`src/rtl/rom_arbiter_if.sv`:
```
// rtl/rom_arbiter_if.sv - requester-side bus for the two-port ROM arbiter
// Port 0 and port 1 each carry a level request, address, one-cycle ack and read data.
interface rom_arbiter_if #(parameter int AW = 14);
   logic          req0;
   logic [AW-1:0] a0;
   logic          ack0;
   logic [7:0]    q0;
   logic          req1;
   logic [AW-1:0] a1;
   logic          ack1;
   logic [7:0]    q1;

   modport master (output req0, a0, req1, a1, input ack0, q0, ack1, q1);
   modport slave  (input req0, a0, req1, a1, output ack0, q0, ack1, q1);
endinterface

```
`src/rtl/rom_arbiter.sv`:
```
// rtl/rom_arbiter.sv - two-port arbiter in front of a 1-cycle synchronous-read ROM
// One access per four cycles: IDLE grants, ISSUE strobes the ROM, DATA captures, ACK pulses.
module rom_arbiter #(
   parameter int AW = 14,
   parameter int RR = 1
) (
   input  logic          clock,
   input  logic          reset,
   rom_arbiter_if.slave  bus,
   output logic          rom_ce,
   output logic [AW-1:0] rom_a,
   input  logic [7:0]    rom_q,
   output logic          busy
);

   typedef enum logic [1:0] {IDLE, ISSUE, DATA, ACK} state_t;

   state_t        state, state_d;
   logic          gnt, gnt_d;
   logic          last_grant, last_grant_d;
   logic          rom_ce_d;
   logic [AW-1:0] rom_a_d;
   logic          ack0_r, ack0_d, ack1_r, ack1_d;
   logic [7:0]    q0_r, q0_d, q1_r, q1_d;
   logic          busy_d;
   logic          pick;

   assign bus.ack0 = ack0_r;
   assign bus.ack1 = ack1_r;
   assign bus.q0   = q0_r;
   assign bus.q1   = q1_r;

   always_comb begin
      state_d      = state;
      gnt_d        = gnt;
      last_grant_d = last_grant;
      rom_ce_d     = 1'b0;
      rom_a_d      = rom_a;
      ack0_d       = 1'b0;
      ack1_d       = 1'b0;
      q0_d         = q0_r;
      q1_d         = q1_r;
      pick         = 1'b0;
      case (state)
         IDLE: begin
            if (bus.req0 || bus.req1) begin
               // On a tie, round-robin favours whichever port was not served last
               if (bus.req0 && bus.req1)
                  pick = (RR != 0) ? ~last_grant : 1'b0;
               else
                  pick = bus.req1;
               gnt_d        = pick;
               last_grant_d = pick;
               rom_a_d      = pick ? bus.a1 : bus.a0;
               rom_ce_d     = 1'b1;
               state_d      = ISSUE;
            end
         end
         ISSUE: state_d = DATA;
         DATA: begin
            if (gnt) begin
               q1_d   = rom_q;
               ack1_d = 1'b1;
            end else begin
               q0_d   = rom_q;
               ack0_d = 1'b1;
            end
            state_d = ACK;
         end
         ACK:     state_d = IDLE;
         default: state_d = IDLE;
      endcase
      busy_d = (state_d != IDLE);
   end

   always_ff @(posedge clock) begin
      if (reset) begin
         state      <= IDLE;
         gnt        <= 1'b0;
         last_grant <= 1'b1;
         rom_ce     <= 1'b0;
         rom_a      <= '0;
         ack0_r     <= 1'b0;
         ack1_r     <= 1'b0;
         q0_r       <= 8'h00;
         q1_r       <= 8'h00;
         busy       <= 1'b0;
      end else begin
         state      <= state_d;
         gnt        <= gnt_d;
         last_grant <= last_grant_d;
         rom_ce     <= rom_ce_d;
         rom_a      <= rom_a_d;
         ack0_r     <= ack0_d;
         ack1_r     <= ack1_d;
         q0_r       <= q0_d;
         q1_r       <= q1_d;
         busy       <= busy_d;
      end
   end

endmodule

```
`src/flat_wrapper.sv`:
```
// flat-port wrapper written by rule: the top's interface ports become plain ports
module rom_arbiter_flat 
#(
   parameter int AW = 14,
   parameter int RR = 1
)
  (clock, reset, rom_ce, rom_a, rom_q, busy, bus_req0, bus_a0, bus_req1, bus_a1, bus_ack0, bus_q0, bus_ack1, bus_q1);
  rom_arbiter_if #(.AW(AW)) bus_i ();
  input  logic clock;
  input  logic reset;
  output logic rom_ce;
  output logic [AW-1:0] rom_a;
  input  logic [7:0] rom_q;
  output logic busy;
  input wire logic [$bits(bus_i.req0)-1:0] bus_req0;
  input wire logic [$bits(bus_i.a0)-1:0] bus_a0;
  input wire logic [$bits(bus_i.req1)-1:0] bus_req1;
  input wire logic [$bits(bus_i.a1)-1:0] bus_a1;
  output wire logic [$bits(bus_i.ack0)-1:0] bus_ack0;
  output wire logic [$bits(bus_i.q0)-1:0] bus_q0;
  output wire logic [$bits(bus_i.ack1)-1:0] bus_ack1;
  output wire logic [$bits(bus_i.q1)-1:0] bus_q1;
  assign bus_i.req0 = bus_req0;
  assign bus_i.a0 = bus_a0;
  assign bus_i.req1 = bus_req1;
  assign bus_i.a1 = bus_a1;
  assign bus_ack0 = bus_i.ack0;
  assign bus_q0 = bus_i.q0;
  assign bus_ack1 = bus_i.ack1;
  assign bus_q1 = bus_i.q1;
  rom_arbiter #(.AW(AW), .RR(RR)) u_core (.clock(clock), .reset(reset), .bus(bus_i), .rom_ce(rom_ce), .rom_a(rom_a), .rom_q(rom_q), .busy(busy));
endmodule
```
`config.mk`:
```
export PLATFORM = sky130hd
export DESIGN_NAME = rom_arbiter_flat
export DESIGN_NICKNAME = d
export VERILOG_FILES = /design/src/rtl/rom_arbiter_if.sv /design/src/rtl/rom_arbiter.sv /design/src/flat_wrapper.sv
export SDC_FILE = /design/constraint.sdc
export NUM_CORES = 1
export LEC_CHECK = 0
export ABC_CLOCK_PERIOD_IN_PS = 1200
export CELL_PAD_IN_SITES_DETAIL_PLACEMENT = 0
export CELL_PAD_IN_SITES_GLOBAL_PLACEMENT = 1
export CORE_ASPECT_RATIO = 1.1
export CORE_MARGIN = 8
export CORE_UTILIZATION = 26
export CTS_BUF_LIST = sky130_fd_sc_hd__clkbuf_16
export DETAILED_ROUTE_END_ITERATION = 12
export PLACE_DENSITY_LB_ADDON = 0.1
export SKIP_CTS_REPAIR_TIMING = 1
export SYNTH_ARGS = -nofsm -noshare
export SYNTH_HDL_FRONTEND = slang
export SYNTH_SLANG_ARGS = --single-unit
```
`constraint.sdc`:
```
create_clock -name clock -period 1.2 [get_ports clock]
set_input_delay 0.24 -clock clock [delete_from_list [all_inputs] [get_ports clock]]
set_output_delay 0.24 -clock clock [all_outputs]
set_load 0.02 [all_outputs]
```
==> reports/results.ini <==
[final_layout]
diodes = 0
layoutNonFillerInstCount = 343
final_cell_mix = 38 x nand2_1, 37 x clkdlybuf4s50_1, 36 x dlymetal6s2s_1
fin_nets = 307
layout_commonest_cell = nand2_1
design_area_um2 = 3020
drive_gt1_share_pct = 26.32
n_fill_cell = 542
seq_area_um2 = 767.0
multiInputGateArea_um2 = 882.1
area_growth_pct = 92.50

[sta]
setup_ws_ns = -0.01835
rsz0062_at_grt = yes
maxSlewViolCount = 0
min_period_ns = 1.218
worstMarginPinSlew_ns = 0.4070
holdWs_ns = 0.4520
fmax_ghz = 0.8208
hold_viol_final = 0
finalSetupViolCount = 6
max_slew_margin_pct = 72.82
min_period_over_period_pct = 101.5
fin_skew_ns = 0.004095

[floorplanning]
die-area_um2 = 8779
die_h_um = 97.48
core-area_um2 = 5806
initial_core_util_pct = 27.03
ioPinCount = 74
die_w_um = 90.07
rows = 29

[place]
place_congestion = 0.7001
dp_hpwl_um = 3603
io_buffer_count = 73
placedCellCount = 329
dpl-instance-area_um2 = 2524

[route]
avgViaCountPerCell = 4.542
ant_nets = 0
wl_per_cell_um = 14.90
routed_wl_um = 5112
drcViolationCount = 0
num_vias = 1558
detail_route.iter0.violations = 46
dr.pass1.iters = 4

[hold_path]
worstHoldPathType = reg2reg

[clock_tree]
cts_htree_levels = 2
clk_pin_slew_worst_paths_ns = 0.06
numClockSinks = 38
clockBufferDepth = 2
clk_latency_ns = 0.28
cts_made_buffers = 5
clockRootBuffer = clkbuf_16
cts_tree = yes

[logic_synthesis]
syn_area_per_cell_um2 = 8.815
syn_area_um2 = 1569
ys_types = 25
synth_top_family_by_area = compound AO/OA/AOI/OAI gates
muxShareOfSynthArea_pct = 0.6380
postSynthCellCount = 178
synthSimpleGateAreaFrac_pct = 18.18
synth-adder-area-share_pct = 1.595
synth_nets = 220
ys_ff_latch = 38
ys_warn_count = 0
synth_compound_area_share_pct = 25.76
synth-xor-area-share_pct = 0
seq_area_frac_synth_pct = 48.48

[setup_path]
cp_max_fo = 7
cp.arrival_ns = 1.42
criticalPathCategory = reg2reg
crit_required_ns = 1.40
critPathLaunchType = flop
end_kind = flop

[global_routing]
grt_pass1_vias = 1649
grt_antenna_before_repair = 0
grt_max_degree = 29
grt_usage_pct = 11.08
grt_remaining_overflow = 0
grt_pass1_wl_um = 7997

[flow_run]
drv_cap = 0

[power]
p_total_w = 0.006072
power.leakage_nw = 1.641
p_per_area_nw_per_um2 = 2010
vdd_drop_max_uv = 856.3

[outcome]
violations = negative setup slack
status = finished with violations

## sequential cells by signal, indices dropped and copies added (netlist names)
register,cells
u_core.rom_a,14
u_core.state,2
u_core.gnt,1
u_core.bus.q1,8
u_core.busy,1
u_core.bus.ack0,1
u_core.bus.ack1,1
u_core.bus.q0,8
u_core.last_grant,1
u_core.rom_ce,1
## final timing paths
path / slack, ns / end / cells after the start / startpoint
setup reg to reg: -0.02 / u_core.rom_a[4] / 6 / u_core.state[1]
setup / recovery: -0.02 / u_core.rom_a[4] / 6 / u_core.state[1]
hold reg to reg: 0.45 / u_core.bus.q0[0] / 2 / u_core.bus.q0[0]
hold / removal: 0.45 / u_core.bus.q0[0] / 2 / u_core.bus.q0[0]
## cell type report
class | count | area share (%)
Clock buffer | 5 | 4.142
Multi-Input combinational cell | 126 | 29.20
Sequential cell | 38 | 25.39
Tap cell | 77 | 3.190
Inverter | 2 | 0.3314
Timing Repair Buffer | 92 | 35.63
Clock inverter | 3 | 2.113
## stage by stage
| stage | setup TNS [ns] | worst slack (ns) | utilization [%] |
|---|---|---|---|
| after detailed placement | -9.158 | -0.4939 | 43.47 |
| after global placement | -8.631 | -0.4494 | 43.47 |
| after global routing | -0.9233 | -0.08892 | 52.03 |
| after floorplan | -0.005217 | -0.005217 | - |
| after CTS | -11.45 | -0.2924 | 46.72 |
| final | -0.06540 | -0.01835 | 52.03 |
## logic make-up after synthesis
| logic type | after synthesis |
|---|---|
| adders and majority gates | 2 |
| DFF | 38 |
| buffers and inverters | 15 |
| muxes | 1 |
| AOI/OAI and AO/OA | 52 |
| and+or+nand+nor | 70 |
## worst max-delay path: stages (launching register included)
cell       delay [ns]
dfxtp_2          0.35
inv_2            0.05
ha_4             0.19
o21ai_4          0.12
clkbuf_16        0.22
a21oi_2          0.04
a211oi_2         0.16
## synth_stat cells
cell      instances  share of area (%)
nand2_1          39                9.3
dfxtp_1          38                 48
a21oi_1          23                7.3
nor2_1           18                4.3
a211oi_2          9                7.2
a21oi_2           9                5.0
nand3_1           8                2.6
a211oi_1          5                2.4
buf_2             4                1.3
clkbuf_1          4               0.96
buf_4             2               0.96
buf_6             2                1.4
ha_1              2                1.6
inv_1             2               0.48
nor2b_1           2               0.80
or2_2             2               0.80
a21bo_2           1               0.64
a21boi_4          1                1.2
a22oi_1           1               0.48
a31oi_1           1               0.40
buf_1             1               0.24
mux2i_1           1               0.64
nand2b_1          1               0.40
o21a_2            1               0.56
o21ai_2           1               0.56
## per-layer routing
| metal | vias to the layer above | wire length [µm] | track usage, % |
|---|---|---|---|
| met1 | 716 | 2095 | 13.02 |
| met2 | 57 | 2531 | 17.23 |
| met4 | 0 | 53 | 4.231 |
| li1 | 780 | - | - |
| met3 | 5 | 432 | 4.946 |
| met5 | - | 0 | 0 |
## power breakdown
group / internal (W) / switching [W] / leakage (nW)
registers: 0.00155 / 0.000158 / 0.312
logic: 0.00136 / 0.00132 / 1.24
clock network: 0.00118 / 0.000507 / 0.0915
Power figures use the tool's default switching activity.
